## config.mk

```make
export PLATFORM = sky130hd
export DESIGN_NAME = cmu_wbuf
export DESIGN_NICKNAME = d
export VERILOG_FILES = /design/src/rtl/wbuf_pkg.sv /design/src/rtl/wbuf_fifo.sv /design/src/rtl/cmu_wbuf.sv
export SDC_FILE = /design/constraint.sdc
export NUM_CORES = 1
export LEC_CHECK = 0
export ABC_CLOCK_PERIOD_IN_PS = 9050
export CAP_MARGIN = 30
export CORE_ASPECT_RATIO = 1.1
export CORE_MARGIN = 2
export CORE_UTILIZATION = 33
export DETAILED_ROUTE_END_ITERATION = 8
export PLACE_DENSITY = 0.49
export SYNTH_ARGS = -nofsm -noshare
export SYNTH_HDL_FRONTEND = slang
export SYNTH_SLANG_ARGS = --single-unit
export TNS_END_PERCENT = 10
```

## constraint.sdc

```tcl
create_clock -name clk -period 9.05 [get_ports clk]
set_input_delay 1.3575 -clock clk [delete_from_list [all_inputs] [get_ports clk]]
set_output_delay 1.3575 -clock clk [all_outputs]
set_load 0.1 [all_outputs]
```

## src/rtl/wbuf_pkg.sv

```systemverilog
// Shared definitions for the CMU write buffer: FSM encoding, default depth
// and the buffered-entry layout.
package wbuf_pkg;
    localparam int WBUF_DEPTH = 4;

    localparam logic [2:0] ST_IDLE  = 3'd0;
    localparam logic [2:0] ST_DRAIN = 3'd1;
    localparam logic [2:0] ST_READ  = 3'd2;
    localparam logic [2:0] ST_RESP  = 3'd3;

    typedef struct packed {
        logic [31:0] addr;
        logic [31:0] data;
    } wbuf_entry_t;
endpackage

```

## src/rtl/wbuf_fifo.sv

```systemverilog
// Posted-write storage: circular entry array with head/tail/count and a
// youngest-match word-address lookup across every occupied entry.
module wbuf_fifo
    import wbuf_pkg::*;
#(
    parameter int DEPTH = WBUF_DEPTH,
    localparam int AW = $clog2(DEPTH)
) (
    input  logic          clk,
    input  logic          rst,
    input  logic          push,
    input  wbuf_entry_t   push_ent,
    input  logic          pop,
    output wbuf_entry_t   head_ent,
    output logic [AW:0]   count,
    input  logic [29:0]   lk_word,
    output logic          lk_hit,
    output logic [31:0]   lk_data
);
    wbuf_entry_t   mem [DEPTH];
    logic [AW-1:0] head, tail;
    logic [AW-1:0] idx;

    always_ff @(posedge clk or negedge rst) begin
        if (!rst) begin
            head  <= '0;
            tail  <= '0;
            count <= '0;
        end else begin
            if (push) tail <= tail + 1'b1;
            if (pop)  head <= head + 1'b1;
            case ({push, pop})
                2'b10:   count <= count + 1'b1;
                2'b01:   count <= count - 1'b1;
                default: count <= count;
            endcase
        end
    end

    // Storage needs no reset: count gates every read of it.
    always_ff @(posedge clk) begin
        if (push) mem[tail] <= push_ent;
    end

    assign head_ent = mem[head];

    // Scan oldest to youngest so the last match wins.
    always_comb begin
        lk_hit  = 1'b0;
        lk_data = '0;
        idx     = '0;
        for (int k = 0; k < DEPTH; k++) begin
            idx = head + AW'(k);
            if (((AW+1)'(k) < count) && (mem[idx].addr[31:2] == lk_word)) begin
                lk_hit  = 1'b1;
                lk_data = mem[idx].data;
            end
        end
    end
endmodule

```

## src/rtl/cmu_wbuf.sv

```systemverilog
// Write buffer between the CMU port and data_ram: posts writes, forwards
// read hits from the buffer, and serialises drains and read misses.
module cmu_wbuf
    import wbuf_pkg::*;
#(
    parameter int DEPTH = WBUF_DEPTH
) (
    input  logic                     clk,
    input  logic                     rst,
    input  logic                     up_cs,
    input  logic                     up_we,
    input  logic [31:0]              up_addr,
    input  logic [31:0]              up_wdata,
    output logic [31:0]              up_rdata,
    output logic                     up_ack,
    output logic                     mem_cs_o,
    output logic                     mem_we_o,
    output logic [31:0]              mem_addr_o,
    output logic [31:0]              mem_data_o,
    input  logic [31:0]              mem_data_i,
    input  logic                     mem_ack_i,
    output logic [$clog2(DEPTH):0]   wbuf_count,
    output logic [2:0]               wbuf_state
);
    localparam int AW = $clog2(DEPTH);

    logic [2:0]   state;
    wbuf_entry_t  head_ent;
    logic [AW:0]  count;
    logic         lk_hit;
    logic [31:0]  lk_data;
    logic         accept, wr_acc, rd_hit, rd_miss, pop;

    // While READ is outstanding the held request is the miss being served.
    assign accept  = up_cs && !up_ack && (state != ST_READ);
    assign wr_acc  = accept && up_we && (count < (AW+1)'(DEPTH));
    assign rd_hit  = accept && !up_we && lk_hit;
    assign rd_miss = accept && !up_we && !lk_hit;
    assign pop     = (state == ST_DRAIN) && mem_ack_i;

    wbuf_fifo #(.DEPTH(DEPTH)) u_fifo (
        .clk      (clk),
        .rst      (rst),
        .push     (wr_acc),
        .push_ent ('{addr: up_addr, data: up_wdata}),
        .pop      (pop),
        .head_ent (head_ent),
        .count    (count),
        .lk_word  (up_addr[31:2]),
        .lk_hit   (lk_hit),
        .lk_data  (lk_data)
    );

    assign wbuf_count = count;
    assign wbuf_state = state;

    always_ff @(posedge clk or negedge rst) begin
        if (!rst) begin
            state      <= ST_IDLE;
            up_ack     <= 1'b0;
            up_rdata   <= '0;
            mem_cs_o   <= 1'b0;
            mem_we_o   <= 1'b0;
            mem_addr_o <= '0;
            mem_data_o <= '0;
        end else begin
            up_ack <= wr_acc || rd_hit;
            if (rd_hit) up_rdata <= lk_data;
            case (state)
                // A pending miss wins over starting a new drain.
                ST_IDLE: begin
                    if (rd_miss) begin
                        state      <= ST_READ;
                        mem_cs_o   <= 1'b1;
                        mem_we_o   <= 1'b0;
                        mem_addr_o <= up_addr;
                        mem_data_o <= '0;
                    end else if (count != '0) begin
                        state      <= ST_DRAIN;
                        mem_cs_o   <= 1'b1;
                        mem_we_o   <= 1'b1;
                        mem_addr_o <= head_ent.addr;
                        mem_data_o <= head_ent.data;
                    end
                end
                ST_DRAIN: begin
                    if (mem_ack_i) begin
                        state    <= ST_IDLE;
                        mem_cs_o <= 1'b0;
                        mem_we_o <= 1'b0;
                    end
                end
                ST_READ: begin
                    if (mem_ack_i) begin
                        state    <= ST_RESP;
                        mem_cs_o <= 1'b0;
                        up_rdata <= mem_data_i;
                        up_ack   <= 1'b1;
                    end
                end
                ST_RESP: state <= ST_IDLE;
                default: state <= ST_IDLE;
            endcase
        end
    end
endmodule

```

-- Word-level counts from Yosys, hierarchy flattened
Memory sizes are Yosys's and may differ from the RTL's.
Cells that the tools add are included.
- $add $sub $neg: 6
- $lt $le $gt $ge: 5
- eq/ne operators: 13
- mux-type cells: 31
- reductions and logical operators: 27
- operators with widths (operator ; count):
    $mux W32 ; 11
    $eq A30 B30 Y1 ; 4
    $logic_and A1 B1 Y1 ; 12
    $mux W1 ; 12
    $mux W3 ; 4
    $pmux W3 S3 ; 1
    $reduce_and A3 Y1 ; 3
    $reduce_bool A2 Y1 ; 4
    $lt A1 B3 Y1 const A ; 2
    $lt A2 B3 Y1 const A ; 2
    $pmux W3 S2 ; 1
    $add A2 B1 Y2 const B ; 2
    $add A2 B2 Y2 const B ; 2
    $ne A2 B2 Y1 const B ; 2
    $pmux W1 S2 ; 2
    $add A3 B1 Y3 const B ; 1
    $eq A3 B1 Y1 const B ; 1
    $eq A3 B2 Y1 const B ; 1
    $logic_not A1 Y1 ; 3
    $logic_not A3 Y1 ; 1
    $lt A3 B3 Y1 const B ; 1
    $ne A3 B2 Y1 const B ; 1
    $ne A3 B3 Y1 const B ; 1
    $reduce_bool A3 Y1 ; 1
    other kinds (7) ; 7
- flip-flop bits (word level): 109
- bits in writable memories: 256
- input port bits: 101
- output and inout port bits: 105
- word-level logic and storage cells: 93
- memories: 1
- memory list (memory ; depth ; width ; rd ports ; clocked after memory_dff ; wr ports ; line ; source):
    u_fifo.mem ; 4 ; 64 ; 4 ; 0 ; 1 ; wbuf_fifo.sv:20 ; wbuf_entry_t mem [DEPTH];

-- Logic depth before layout (Yosys ltp)
Gate-level depths: netlist (run 1).
An unclocked memory read counts as a cell.
- depth after elaboration: 11
- mapped depth: 16
- depth with buffers taken out: 10

-- Modules after synthesis
From an unflattened synthesis (run 1), not the netlist that was laid out.
- cells, all modules: 1891
- area, all modules: 22198.8 sq um
- by module, submodules not included (module ; instances ; cells an instance ; area each (sq um) ; sequential area each (sq um)):
    wbuf_fifo ; 1 ; 1476 ; 17564.3 ; 7862.5
    cmu_wbuf ; 1 ; 415 ; 4634.4 ; 2527.4

-- Worst setup path after synthesis (run 1)
OpenSTA, ideal clock, no wires.
- kind: register -> register
- start: register state[0] (netlist: wbuf_state[0])
- end: memory u_fifo.mem[0][0] (netlist bit), enable pin
- setup time: 429 ps
- arrival: 3819 ps
- data required time: 8621 ps
- path slack: 4802 ps
- stages on the path, launching flop included: 8
- buffers on the path: 1
- clock period less this slack: 4248 ps
- cell sequence: dfrtp_1 > inv_1 > ha_1 > clkbuf_1 > nor2_1 > nand2_1 > nor3b_1 > and2_1
- cells in the longest elaborated chain, start to end: 6
- ends and longest elaborated chain (element ; line ; source):
    start, declared ; cmu_wbuf.sv:27 ; logic [2:0] state;
    start signal, assigned ; cmu_wbuf.sv:59 ; state <= ST_IDLE;
    start signal, assigned ; cmu_wbuf.sv:73 ; state <= ST_READ;
    start signal, assigned ; cmu_wbuf.sv:79 ; state <= ST_DRAIN;
    $ne A3 B2 Y1 ; cmu_wbuf.sv:35 ; assign accept = up_cs && !up_ack && (state != ST_READ);
    $logic_and A1 B1 Y1 ; cmu_wbuf.sv:35 ;
    $logic_and A1 B1 Y1 (2 in a row) ; cmu_wbuf.sv:36 ; assign wr_acc = accept && up_we && (count < (AW+1)'(DEPTH));
    $mux W1 ; wbuf_fifo.sv:42 ; if (push) mem[tail] <= push_ent;
    $mux W1 (not written as such) ; wbuf_fifo.sv:42 ;
    end, declared ; wbuf_fifo.sv:20 ;
Every way passes these cells.

-- Worst setup path in the final report (run 1)
- start: register u_fifo.head[0]
- end: register mem_addr_o[16]
- cells in the longest elaborated chain, start to end: 11
- elaborated cells between the ends (all ways): 22
- classes of those cells: add/sub (3); eq/ne (4); mux (6); reduce/logical (8); memory (1)
- ends and longest elaborated chain (element ; line ; source):
    start, declared ; wbuf_fifo.sv:21 ; logic [AW-1:0] head, tail;
    start signal, assigned ; wbuf_fifo.sv:31 ; if (pop) head <= head + 1'b1;
    $add A2 B1 Y2 or $mem_v2 Z4 W64 (tied branches) ; - ;
    $mem_v2 Z4 W64 (*) ; - ;
    $eq A30 B30 Y1 or $logic_and A1 B1 Y1 (tied branches) ; wbuf_fifo.sv:54 ; if (((AW+1)'(k) < count) && (mem[idx].addr[31:2] == lk_word)) begin
    $logic_and A1 B1 Y1 or $mux W1 (tied branches) ; wbuf_fifo.sv:54 ;
    $mux W1 (3 in a row) ; wbuf_fifo.sv:54 ;
    $logic_not A1 Y1 ; cmu_wbuf.sv:38 ; assign rd_miss = accept && !up_we && !lk_hit;
    $logic_and A1 B1 Y1 ; cmu_wbuf.sv:38 ;
    $reduce_bool A2 Y1 (no line) ; - ;
    $reduce_and A2 Y1 (no line) ; - ;
    end signal, assigned ; cmu_wbuf.sv:76 ; mem_addr_o <= up_addr;
    end signal, assigned ; cmu_wbuf.sv:82 ; mem_addr_o <= head_ent.addr;
    end, declared ; cmu_wbuf.sv:18 ; output logic [31:0] mem_addr_o,
Mark *: on every way between the ends. The rest lies on a longest branch, timed or not. The select of a mux whose other input is x is not followed.
A chain may end at the register's enable or synchronous reset.

==> results.md, run 1 <==
* Antenna-violating nets left at 0
* Post-synthesis simple-gate area fraction at 0.09747
* CTS Root Cell: clkbuf_16
* Clock Latency Late Sink at 600 ps
* Ys async rst share at 0.2967
* Clock power share at 0.191
* Aggregate global-route resource usage at 0.1937
* Rows at 97
* Status: finished, final reports clean
* DIE AREA at 66,230 sq um
* Area contributors post-synth: edfxtp_1 36%, mux4_2 16%, dfrtp_1 13%, mux2i_1 4.3%, xnor2_1 3.9%
* Initial antenna violation count at 6
* Post-synthesis mux area share at 0.2222
* DR vias/cell at 5.607
* Port bufs at 204
* Core ar. at 63,600 sq um
* Die X at 245.6 microns
* Nets at 1,897
* Yosys top cell by area: edfxtp_1
* Reg power frac at 0.254
* R2R Setup Slk at 3350 ps
* Setup bufs post-CTS at 0
* Syn Area/Cell at 12.77 sq um
* Cell internal pwr at 5.073 mW
* Total grt overflow at 0
* Synth top area share at 0.3629
* Sequential area share after synthesis at 0.4905
* Io pins at 206
* Synth cell types at 63
* Complex-gate fraction of the synthesized area at 0.08418
* Final wirelength at 64,890 microns
* Crit path time final at 5701 ps
* Leakage dissipation at 8.895 nW
* Endpoints failing setup at 0
* CP Launch Type: flop
* GP Congestion at 0.8413
* P&R area growth vs syn at 20.11%
* # DRC at 0
* Post-Route Setup TNS at 0 ps
* Wirelength per Cell at 24.40 microns
* Clk buf depth at 3
* Clock sink total at 364
* Worst setup EP type: flop
* Fin. max-slew vios at 0
* Most used DFF post-synth: edfxtp_1
* CTS tree: done
* Main combinational cell family by area after synthesis: multiplexers
* Max VDD drop at 249.9 uV
* Fin crit share at 0.6300
* CP arrival at 6120 ps
* Max cap viols at 0
* Final hold vios at 0
* Synth Cell Area at 21,180 sq um
* FF/Latch Area at 10,400 sq um
* Net Sw Power at 4.441 mW
* Share of cells above drive strength 1 at 0.1702
* DR vias at 14,910
* Required time worst endpoint at 9470 ps
* Largest net degree at the start of global routing at 113
* Pre-antenna DRT Iters at 8
* Total CTS buffers at 43
* DP HPWL at 41,980 microns
* Initial detailed-routing violation count at 849
* Sw frac at 0.4668
* Post-layout util at 0.4000
* Post-Synth Adder-Cell Area at 0.007680
* Vias in the first global route at 14,740
* Ys Warns at 0
* Max FO, Critical Path at 59
* Slew HR at 0.3033
* Total power at 9.513 mW
* Hold buffers post-CTS at 0
* Combinational group share of total power at 0.555
* Fill cells at 6,018
* Initial core utilization at 0.3330
* Multi-input gate area at 9853 sq um
* Slew @ Worst Pin at 1042 ps
* Clk pin slew, worst setup/hold paths at 60 ps
* Pwr/cell area at 373.9 nW/um^2
* #FFs+latches synth at 364
* Fmax at 175.4 MHz
* Syn_nets at 1,772
* Die H at 269.7 microns
* Mapped Cells at 1,658
* HP Class: flop to flop
* RSZ-0062 raised after global routing: no
* Post-synth EDFFs at 256
* CP Class: flop to flop
* Global-route wire length before repair at 96,460 microns
* Final clock skew at 29.46 ps
* CTS H-Tree Depth at 2
* CTS resizes at 0
* Synth Area in XOR/XNOR at 0.05210
==> critical path: stages (launching register included) <==
cell and delay (ps):
dfrtp_4 980, buf_12 420, mux4_2 570, xnor2_1 250, nand4_1 140, nor4_1 320, nand4_1 170, buf_4 340
o31ai_4 110, buf_4 500, nor3_2 160, o21ai_4 450, buf_4 770, a222oi_1 270
==> per-layer routing <==
layer  vias to the layer above  track usage  share of wire
li1                       6676            -              -
met5                         -            0        0.00079
met2                       474       0.3214           0.49
met3                       123      0.03951          0.061
met4                         8      0.06954          0.035
met1                      7629       0.2498           0.41
==> final cells by class <==
type                            instances  area share
Tap cell                              841     0.04136
Clock buffer                           56     0.04702
Antenna cell                            2   0.0001967
Sequential cell                       364      0.4087
Timing Repair Buffer                  238     0.09777
Multi-Input combinational cell       1088      0.3873
Clock inverter                         22     0.01057
Inverter                               48    0.007082
==> power groups by stage <==
stage / sequential, mW / combinational [mW] / clock [mW]
final: 2.42 / 5.28 / 1.82
after global routing: 2.46 / 5.59 / 1.92
after CTS: 2.43 / 5.31 / 1.87
after detailed placement: 2.46 / 5.29 / 0
after global placement: 2.45 / 5.17 / 0
after floorplan: 3.83 / 2.60 / 0
==> synthesized netlist by cell type (14+ instances only) <==
| cell | number |
|---|---|
| buf_1 | 17 |
| inv_1 | 48 |
| edfxtp_1 | 256 |
| buf_6 | 14 |
| xor2_1 | 32 |
| nand3_1 | 103 |
| a22o_1 | 32 |
| a222oi_1 | 33 |
| buf_2 | 29 |
| mux2_2 | 38 |
| a21oi_1 | 45 |
| nand4_1 | 24 |
| o2111ai_1 | 30 |
| buf_4 | 14 |
| nor2_1 | 109 |
| mux2i_1 | 91 |
| or3_1 | 31 |
| dfrtp_1 | 108 |
| xnor2_1 | 94 |
| mux4_2 | 149 |
| nand2_1 | 85 |
| o21ai_0 | 76 |
| nand3b_1 | 32 |
| clkbuf_1 | 84 |
==> through the flow <==
step	area [sq um]	hold WS, ps	setup WS (ps)	instances
6_report	25440	496.7	3349	2659
4_1_cts	25380	501.1	3190	2655
5_1_grt	25440	517.6	2895	2658
3_5_place_dp	23920	487.7	2895	2577
2_1_floorplan	21180	579.6	4802	1658
3_3_place_gp	23750	485.7	2949	2571
==> cell families (layout without fill, tap and decap cells) <==
logic type,Yosys count,in the layout
compound gates,252,252
xor+xnor,126,126
fa+ha+maj,13,13
buf+inv,206,364
flops,364,364
mux,279,279
other cells,1,3
simple gates,417,417
==> registers in the layout, indices dropped and copies added (netlist names) <==
register / count
u_fifo.mem: 256
u_fifo.count: 3
up_rdata: 32
mem_cs_o: 1
mem_we_o: 1
u_fifo.tail: 2
mem_data_o: 32
wbuf_state: 2
mem_addr_o: 32
u_fifo.head: 2
up_ack: 1
==> placed cells by master, fill, tap and decap left out, types with 3 or more instances in the layout <==
cell type        synthesis  layout
a2bb2oi_1                3       3
inv_1                   48      48
o211ai_1                 3       3
nand2_1                 85      84
buf_4                   14      24
clkbuf_16                0      44
a31oi_1                  6       6
clkdlybuf4s50_1          0     202
mux2_2                  38      38
o21ai_0                 76      76
nand3b_1                32      32
o2111ai_1               30      30
nor2_1                 109     108
clkbuf_8                 0       5
a22o_1                  32      32
clkinv_2                 0       7
ha_1                    13      12
nand4_1                 24      24
and2_4                   0       4
xnor2_1                 94      94
nor4_1                   9       9
edfxtp_1               256     256
mux4_2                 149     149
clkinv_1                 0       5
clkbuf_1                84       7
o22a_1                   3       3
xor2_1                  32      32
a222oi_1                33      33
dfrtp_1                108     106
buf_12                   0       3
a21oi_1                 45      45
nand3_1                103     103
or3_1                   31      30
bufinv_16                0       5
mux2i_1                 91      91
buf_16                   0       8
==> path summary, 6_finish.rpt <==
path	startpoint	endpoint	cells after the start
min reg2reg	up_rdata[28]	up_rdata[28]	2
min in group asynchronous	rst	mem_data_o[28]	1
max reg2reg	u_fifo.head[0]	mem_addr_o[16]	13
min	up_rdata[28]	up_rdata[28]	2
max	u_fifo.head[0]	mem_addr_o[16]	13
max in group asynchronous	rst	u_fifo.head[0]	3
Note: power is estimated with default switching activity, not from simulation.
==> run 2, diff against run 1 <==
--- a/config.mk
+++ b/config.mk
@@ -5,13 +5,13 @@
 export SDC_FILE = /design/constraint.sdc
 export NUM_CORES = 1
 export LEC_CHECK = 0
-export ABC_CLOCK_PERIOD_IN_PS = 9050
+export ABC_CLOCK_PERIOD_IN_PS = 4820
 export CAP_MARGIN = 30
 export CORE_ASPECT_RATIO = 1.1
 export CORE_MARGIN = 2
 export CORE_UTILIZATION = 33
 export DETAILED_ROUTE_END_ITERATION = 8
-export PLACE_DENSITY = 0.49
+export PLACE_DENSITY = 0.51
 export SYNTH_ARGS = -nofsm -noshare
 export SYNTH_HDL_FRONTEND = slang
 export SYNTH_SLANG_ARGS = --single-unit
==> constraint.sdc (replaced) <==
create_clock -name clk -period 4.82 [get_ports clk]
set_input_delay 0.723 -clock clk [delete_from_list [all_inputs] [get_ports clk]]
set_output_delay 0.723 -clock clk [all_outputs]
set_load 0.1 [all_outputs]
==> run 2 against run 1 <==
  * Fmax is 27% higher
  * Critical path type unchanged
  * Largest cell class unchanged
  * Via count is 1.1% higher
  * Register-to-register slack worse by 3000 ps
  * Clock skew is 9.3 ps higher
==> results.md, run 2 (synthesis gave the netlist of run 1 again) <==
* Vias in the first global route at 14,840 (+0.66%)
* CTS H-Tree Depth at 2 (unchanged)
* Pre-antenna DRT Iters at 5 (-3)
* Crit path time final at 4475 ps (-1226 ps)
* Combinational group share of total power at 0.569 (+0.014)
* Crit-path slowest cell: dfrtp_4
* Status: finished, final reports clean
* P&R area growth vs syn at 23.14%
* Rows at 97 (unchanged)
* Reg power frac at 0.246 (-0.008)
* Register bank with the most flops: u_fifo.mem
* Fmax at 223.5 MHz (+27%)
* Die H at 269.7 microns (unchanged)
* Clk pin slew, worst setup/hold paths at 60 ps (about the same)
* DR vias/cell at 5.578 (-0.52%)
* Final setup margin at 345.0 ps (-3004 ps)
* Required time worst endpoint at 5280 ps (-4190 ps)
* GP Congestion at 0.8668 (+3.0%)
* Total CTS buffers at 44 (+2.3%)
* Max FO, Critical Path at 34 (-42%)
* DIE AREA at 66,230 sq um (unchanged)
* CP cell instances: buf_12, mux4_2, xor2_1, nor4_1, nand4_1, or4b_4, nand2_2, or3_2, buf_12, nor2_1, a222oi_1
* DR vias at 15,070 (+1.1%)
* Max VDD drop at 435.6 uV (+74%)
* Setup bufs post-CTS at 0 (unchanged)
* Io pins at 206 (unchanged)
* Commonest non-fill, non-tap cell in the layout: edfxtp_1
* CP Launch Type: flop
* RSZ-0062 raised after global routing: no
* Core ar. at 63,600 sq um (unchanged)
* Max FFs per register at 256 (unchanged)
* Largest net degree at the start of global routing at 131 (+16%)
* # DRC at 0 (unchanged)
* Most used cell, CP: buf_12
* Share of cells above drive strength 1 at 0.1850 (+0.01489)
* Initial detailed-routing violation count at 1,164 (+37%)
* Antenna-violating nets left at 0 (unchanged)
* Endpoints failing setup at 0 (unchanged)
* Initial core utilization at 0.3330 (unchanged)
* Leakage dissipation at 9.205 nW (+3.5%)
* CTS resizes at 0 (unchanged)
* Slew @ Worst Pin at 1029 ps (-12.44 ps)
* Clock power share at 0.185 (-0.006)
* Die X at 245.6 microns (unchanged)
* Setup slack at placement at 386.0 ps (-2509 ps)
* Net Sw Power at 8.396 mW (+89%)
* CTS Root Cell: clkbuf_16
* Pwr/cell area at 699.5 nW/um^2 (+87%)
* Clock Latency Late Sink at 590 ps (about the same)
* Commonest non-fill, non-tap cells in the layout: 256 x edfxtp_1, 203 x clkdlybuf4s50_1, 149 x mux4_2, 108 x nor2_1, 106 x dfrtp_1
* Total grt overflow at 0 (unchanged)
* CP Class: flop to flop
* Max cap viols at 0 (unchanged)
* Fin. max-slew vios at 0 (unchanged)
* DP HPWL at 43,980 microns (+4.8%)
* Post-Route Setup TNS at 0 ps (unchanged)
* CP Buf/Inv Count at 2 (-2)
* Clk buf depth at 3 (unchanged)
* CTS tree: done
* Cell internal pwr at 9.848 mW (+94%)
* Global-route wire length before repair at 97,200 microns (+0.77%)
* Clock sink total at 364 (unchanged)
* Worst setup EP type: flop
* Nets at 1,937 (+2.1%)
* Hold buffers post-CTS at 0 (unchanged)
* Aggregate global-route resource usage at 0.1947 (+0.001004)
* Cell family with most CP delay: simple AND/OR/NAND/NOR gates
* Final clock skew at 38.80 ps (+9.341 ps)
* Worst path max stage delay at 780 ps (-200 ps)
* Port bufs at 204 (unchanged)
* Wirelength per Cell at 24.23 microns (-0.72%)
* HP Class: input port to asynchronous set/reset pin
* Final wirelength at 65,470 microns (+0.89%)
* Slew HR at 0.3116 (+0.008320)
* Final hold vios at 0 (unchanged)
* Initial antenna violation count at 4 (-2)
* CP arrival at 4930 ps (-1190 ps)
* Sw frac at 0.4602 (-0.006598)
* Fin crit share at 0.9284 (+0.2985)
[run 2: changes by cell type in the layout (fill, tap and decap cells not counted), sizes merged]
cell	previous run	this run
clkbuf	57	60
inv	52	51
buf	35	74
bufinv	5	4
clkdlybuf4s50	202	203
clkinv	12	15
clkinvlp	1	0
[run 2: per-stage QoR]
stage	area (sq um)	util	power (mW)	hold WS (ps)	std cells
2_1_floorplan	21180	-	12.07	427.4	1658
3_3_place_gp	24140	0.3796	14.49	484.4	2601
3_5_place_dp	24610	0.3869	14.98	485.4	2618
4_1_cts	26080	0.4100	18.42	268.3	2700
5_1_grt	26080	0.4101	19.09	301.4	2701
6_report	26080	0.4101	18.24	251.6	2702
[run 2: layout make-up]
| class | instances | area (sq um) |
|---|---|---|
| inverters | 48 | 180.2 |
| clock buffers | 60 | 1231 |
| clock inverters | 22 | 237.7 |
| well taps | 841 | 1052 |
| multi-input cells | 1088 | 9849 |
| fillers | 5922 | 37510 |
| repair buffers | 277 | 3128 |
| flip-flops and latches | 364 | 10400 |
| diodes | 2 | 5.005 |
[run 2: worst paths after layout]
| check | end | from | slack (ps) | depth (start not counted) |
|---|---|---|---|---|
| min in group clk | up_rdata[26] | up_rdata[26] | 500 | 2 |
| hold / removal | mem_data_o[27] | rst | 250 | 1 |
| max in group asynchronous | mem_data_o[2] | rst | 3710 | 2 |
| setup reg to reg | mem_addr_o[26] | u_fifo.head[0] | 340 | 11 |
| setup / recovery | mem_addr_o[26] | u_fifo.head[0] | 340 | 11 |
| hold reg to reg | up_rdata[26] | up_rdata[26] | 500 | 2 |
[run 2: per-layer routing]
metal / track usage / routed length (microns) / part of all wire
met1: 0.2567 / 27030 / 0.41
met2: 0.3250 / 32520 / 0.50
met3: 0.03663 / 4398 / 0.067
met4: 0.05678 / 1497 / 0.023
met5: 0 / 22 / 0.00034
[run 2: worst reg2reg max path: stages, from the launching register on]
cell	delay (ps)
dfrtp_4	780
buf_12	340
mux4_2	640
xor2_1	170
nor4_1	620
nand4_1	250
or4b_4	560
nand2_2	120
or3_2	340
buf_12	240
nor2_1	60
a222oi_1	250
[run 2: power groups by stage]
stage / Sequential [mW] / Clock [mW] / Combinational (mW)
after floorplan: 7.19 / 0 / 4.88
after global placement: 4.53 / 0 / 9.95
final: 4.48 / 3.37 / 10.4
after global routing: 4.56 / 3.58 / 11.0
after CTS: 4.49 / 3.47 / 10.5
after detailed placement: 4.55 / 0 / 10.4
